==> src/rtl/msrv32_pc_ctrl.sv <==
// rtl/msrv32_pc_ctrl.sv - PC mux sequencer: boot hold-off, trap entry, mret return, stall handling
// Optional stall counter is built only when PC_CTRL_STALL_CNT_EN is defined.
module msrv32_pc_ctrl #(
  parameter int BOOT_CYCLES = 2
) (
  input  logic        clk_in,
  input  logic        rst_in,
  input  logic        ahb_ready_in,
  input  logic        trap_req_in,
  input  logic        misaligned_instr_logic_in,
  input  logic        mret_in,
  output logic [1:0]  pc_src_out,
  output logic        pc_update_out,
  output logic        flush_out,
  output logic        trap_taken_out,
  output logic [31:0] stall_count_out
);

  localparam logic [1:0] BOOT = 2'b00;
  localparam logic [1:0] RET  = 2'b01;
  localparam logic [1:0] TRAP = 2'b10;
  localparam logic [1:0] RUN  = 2'b11;

  localparam int CW = (BOOT_CYCLES > 1) ? $clog2(BOOT_CYCLES) : 1;
  localparam logic [CW-1:0] BOOT_LAST = CW'(BOOT_CYCLES - 1);

  logic [1:0]    state, state_nxt;
  logic [CW-1:0] boot_cnt, boot_cnt_nxt;
  logic          trap_pend, trap_pend_nxt;
  logic          mret_pend, mret_pend_nxt;
  logic          trap_ev, mret_ev;

  assign trap_ev = trap_req_in | misaligned_instr_logic_in | trap_pend;
  assign mret_ev = mret_in | mret_pend;

  always_comb begin
    state_nxt     = state;
    boot_cnt_nxt  = boot_cnt;
    trap_pend_nxt = trap_pend;
    mret_pend_nxt = mret_pend;
    case (state)
      BOOT: begin
        if (ahb_ready_in) begin
          if (boot_cnt == BOOT_LAST) begin
            state_nxt    = RUN;
            boot_cnt_nxt = '0;
          end else begin
            boot_cnt_nxt = boot_cnt + 1'b1;
          end
        end
      end
      RUN: begin
        if (ahb_ready_in) begin
          // A coincident mret is dropped: the trap overwrites epc anyway.
          if (trap_ev || mret_ev) begin
            state_nxt     = trap_ev ? TRAP : RET;
            trap_pend_nxt = 1'b0;
            mret_pend_nxt = 1'b0;
          end
        end else begin
          trap_pend_nxt = trap_pend | misaligned_instr_logic_in;
          mret_pend_nxt = mret_pend | mret_in;
        end
      end
      TRAP: begin
        if (ahb_ready_in) state_nxt = RUN;
      end
      RET: begin
        trap_pend_nxt = trap_pend | trap_req_in;
        if (ahb_ready_in) state_nxt = RUN;
      end
      default: state_nxt = BOOT;
    endcase
  end

  always_ff @(posedge clk_in or posedge rst_in) begin
    if (rst_in) begin
      state     <= BOOT;
      boot_cnt  <= '0;
      trap_pend <= 1'b0;
      mret_pend <= 1'b0;
    end else begin
      state     <= state_nxt;
      boot_cnt  <= boot_cnt_nxt;
      trap_pend <= trap_pend_nxt;
      mret_pend <= mret_pend_nxt;
    end
  end

  assign pc_src_out     = state;
  assign flush_out      = (state != RUN);
  assign pc_update_out  = ahb_ready_in & ~rst_in;
  assign trap_taken_out = (state == TRAP) & ahb_ready_in;

`ifdef PC_CTRL_STALL_CNT_EN
  logic [31:0] stall_cnt;

  always_ff @(posedge clk_in or posedge rst_in) begin
    if (rst_in) begin
      stall_cnt <= 32'h0;
    end else if (state == RUN && !ahb_ready_in) begin
      stall_cnt <= stall_cnt + 32'h1;
    end
  end

  assign stall_count_out = stall_cnt;
`else
  assign stall_count_out = 32'h0;
`endif

endmodule
==> config.mk <==
export PLATFORM = sky130hd
export DESIGN_NAME = msrv32_pc_ctrl
export DESIGN_NICKNAME = d
export VERILOG_FILES = /design/src/rtl/msrv32_pc_ctrl.sv
export SDC_FILE = /design/constraint.sdc
export NUM_CORES = 1
export LEC_CHECK = 0
export ABC_CLOCK_PERIOD_IN_PS = 1820
export CELL_PAD_IN_SITES_DETAIL_PLACEMENT = 0
export CELL_PAD_IN_SITES_GLOBAL_PLACEMENT = 1
export CORE_MARGIN = 8
export CORE_UTILIZATION = 22
export CTS_CLUSTER_DIAMETER = 100
export CTS_CLUSTER_SIZE = 16
export DETAILED_ROUTE_END_ITERATION = 10
export PLACE_DENSITY_LB_ADDON = 0.08
export SYNTH_ARGS = -nofsm -noshare
export SYNTH_HDL_FRONTEND = slang
export SYNTH_SLANG_ARGS = --single-unit
==> constraint.sdc <==
create_clock -name clk_in -period 1.82 [get_ports clk_in]
set_input_delay 0.364 -clock clk_in [delete_from_list [all_inputs] [get_ports clk_in]]
set_output_delay 0.364 -clock clk_in [all_outputs]
set_load 0.005 [all_outputs]
==> load_flow_metrics.sql <==
INSERT INTO impl_metrics (metric_group, metric, value, unit) VALUES
('synthesis', 'netlist.top_cell.by_area', 'buf_4', ''),
('grt', 'grt_total_ovfl', '0', ''),
('route', 'drc', '0', ''),
('layout', 'layout.nets', '98', ''),
('placement', 'post-place-ws', '-0.0891', 'ns'),
('worst_setup_path', 'crit_path_max_fanout', '2', ''),
('timing', 'post-route-worst-setup-slack', '0.0459', 'ns'),
('timing', 'finalMaxSlewViolations', '0', ''),
('synthesis', 'synthesis.instances', '71', ''),
('worst_setup_path', 'cp-start-kind', 'input pin', ''),
('die', 'die_width', '67.9', 'µm'),
('hold_path', 'hp-class', 'in2async', ''),
('placement', 'detailed_place.area', '611', 'µm²'),
('run', 'max_cap_violations', '0', ''),
('route', 'drt-pass1-iter-count', '3', ''),
('synthesis', 'post_synth_main_area_contributors', 'buf_4 (41%), dfrtp_1 (21%), ha_1 (8.5%)', ''),
('synthesis', 'yosys_warnings', '0', ''),
('die', 'die_area', '0.00461', 'mm²'),
('synthesis', 'synthesis.area', '592', 'µm²'),
('layout', 'area_growth_syn_to_layout', '9.73', '%'),
('grt', 'grt_max_degree', '8', ''),
('placement', 'gp_congestion', '0.774', ''),
('grt', 'grt.total_usage', '0.0528', ''),
('timing', 'final.setup_skew', '0.00532', 'ns'),
('synthesis', 'synth_adder_area_share', '0.0846', ''),
('synthesis', 'synth-edff-count', '0', ''),
('synthesis', 'ys_seq_area_frac', '0.211', ''),
('placement', 'portBuffers', '10', ''),
('timing', 'rsz0062_at_grt', 'false', ''),
('die', 'core', '0.00266', 'mm²'),
('layout', 'layout-drive-gt1-share', '0.115', ''),
('synthesis', 'dominant_combinational_cell_family_by_area_after_synthesis', 'buffers and inverters', ''),
('worst_setup_path', 'worstSetupPathType', 'in2out', ''),
('grt', 'grt_antenna_before_repair', '0', ''),
('synthesis', 'synthXorXnorAreaFrac', '0.0148', ''),
('pwr', 'vdd_drop_max', '0.468', 'mV'),
('synthesis', 'synth-compound-area-share', '0.125', ''),
('worst_setup_path', 'setup.worst_path.end_class', 'output port', ''),
('synthesis', 'mux_cell_area_share_after_synthesis', '0', ''),
('outcome', 'outcome', 'finished clean', ''),
('clock_network', 'cts-buffers-inserted', '3', ''),
('timing', 'clock.fmax', '0.564', 'GHz'),
('pwr', 'power-per-cell-area', '1180', 'mW/mm²'),
('worst_setup_path', 'required', '1.46', 'ns'),
('die', 'dieHeight', '67.9', 'µm'),
('clock_network', 'h-tree-depth', '1', ''),
('clock_network', 'clock_sink_total', '5', ''),
('synthesis', 'synth.top_cell.area_share', '0.406', ''),
('clock_network', 'clockRootBuffer', 'clkbuf_4', ''),
('synthesis', 'post_synth_and_or_nand_nor_area_fraction', '0.108', ''),
('worst_setup_path', 'reg2reg_setup_slack', '0.23', 'ns'),
('route', 'drt-total-wl', '1210', 'µm'),
('synthesis', 'ys_seq_elements', '5', ''),
('grt', 'first_pass_grt_wire_length', '1720', 'µm'),
('timing', 'whs', '0.363', 'ns'),
('layout', 'antenna-diode-count', '0', ''),
('route', 'wl_per_cell', '10.2', 'µm'),
('timing', 'final-setup-viol-count', '0', ''),
('placement', 'placedCellCount', '112', ''),
('layout', 'final_design_area_no_fill', '649', 'µm²'),
('pwr', 'leakagePower', '0.000347', 'µW'),
('timing', 'period_minus_slack', '1.77', 'ns'),
('synthesis', 'post_synth_num_cell_types', '23', ''),
('synthesis', 'postSynthAreaPerCell', '8.34', 'µm²'),
('die', 'boundaryPins', '43', ''),
('clock_network', 'cts_tree', 'done', ''),
('layout', 'fin_cells', '118', ''),
('placement', 'place.detailed.hpwl', '1030', 'µm'),
('clock_network', 'clk_pin_slew', '0.05', 'ns'),
('clock_network', 'clock_insertion_delay_worst_skew', '0.24', 'ns'),
('route', 'drt_iter0_drc', '6', ''),
('synthesis', 'proportion_of_register_bits_with_asynchronous_set_or_reset_after_synthesis', '1.00', ''),
('die', 'floorplan.rows', '19', ''),
('route', 'postRouteAntennaNets', '0', ''),
('synthesis', 'synth_ff_type', 'dfrtp_1', ''),
('route', 'route.vias.total', '392', ''),
('grt', 'first_global_vias', '368', ''),
('route', 'vias_per_instance', '3.32', ''),
('timing', 'timing.final.crit_share', '0.975', ''),
('clock_network', 'cts.path.max_buffers', '2', ''),
('die', 'floorplan.initialDensity', '0.222', ''),
('timing', 'hold_violations', '0', ''),
('worst_setup_path', 'worstPathArrival', '1.41', 'ns');
[worst max-delay path, stage by stage]
cell and delay [ns]:
clkdlybuf4s50_1 0.42, nor2b_1 0.12, clkdlybuf4s50_1 0.51
[registers in the layout, summed over array words and instances, names as in the netlist]
signal and flops:
mret_pend 1, trap_pend 1, pc_src_out 2, boot_cnt 1
[per-layer routing]
metal	GRT usage	part of all wire	vias up
li1	-	-	196
met4	0.0230	0	0
met1	0.0539	0.40	179
met5	0	0	-
met2	0.0828	0.51	17
met3	0.0360	0.088	0
[cell usage after synthesis (all sizes together), types with 2 or more instances]
| library cell | number |
|---|---|
| a21oi | 4 |
| o21ai | 2 |
| nor2b | 2 |
| inv | 4 |
| ha | 4 |
| nand2 | 4 |
| buf | 33 |
| dfrtp | 5 |
[power by group]
| part | switching, µW | internal, µW | total (µW) |
|---|---|---|---|
| registers | 35.9 | 171 | 206 |
| clock network | 48.0 | 83.1 | 131 |
| logic | 207 | 224 | 431 |
| total | 291 | 478 | 769 |
[repair_timing]
item | in CTS | in global routing
hold endpoints to repair | 0 | 0
setup buffers | 2 | 0
endpoints found under the setup margin | 3 | 0
resized for setup | 5 | 0
hold buffers | 0 | 0
[cell type report]
class | instances | area, µm²
inverters | 4 | 15.0
repair buffers | 14 | 126
fillers | 321 | 2010
flip-flops and latches | 5 | 126
clock buffers | 4 | 26.3
multi-input cells | 60 | 317
well taps | 31 | 38.8
[worst paths after layout]
kind,cells past startpoint,startpoint,to
min,2,rst_in,boot_cnt$_DFFE_PP0P_
max reg2reg,6,pc_src_out[1]$_DFFE_PP0P_,pc_src_out[0]$_DFFE_PP0P_
max in group asynchronous,2,rst_in,pc_src_out[0]$_DFFE_PP0P_
max,3,rst_in,pc_update_out
min reg2reg,1,boot_cnt$_DFFE_PP0P_,boot_cnt$_DFFE_PP0P_
min in group clk_in,1,boot_cnt$_DFFE_PP0P_,boot_cnt$_DFFE_PP0P_
[stage by stage]
stage	setup TNS (ns)	utilization	power, µW
floorplan	0	-	531
global placement	-0.172	0.229	632
detailed placement	-0.154	0.229	625
CTS	0	0.244	788
global route	0	0.244	858
finish	0	0.244	769
[cell usage in the layout, fill, tap and decap left out, types with 2 or more instances in the layout]
cell type        count
a21oi_1              4
buf_4                4
clkbuf_4             3
clkdlybuf4s50_1      7
conb_1              32
dfrtp_1              4
dlygate4sd2_1        3
ha_1                 4
inv_1                3
nand2_1              4
o21ai_0              2
[cell families (layout without fill, tap and decap cells)]
| kind of cell | after synthesis | count (layout) |
|---|---|---|
| xor+xnor | 1 | 1 |
| fa+ha+maj | 4 | 4 |
| buf+inv | 37 | 22 |
| flops | 5 | 5 |
| simple gates | 12 | 12 |
| other cells | 1 | 32 |
| compound gates | 11 | 11 |
No activity file was read; power rests on OpenSTA's default activity.
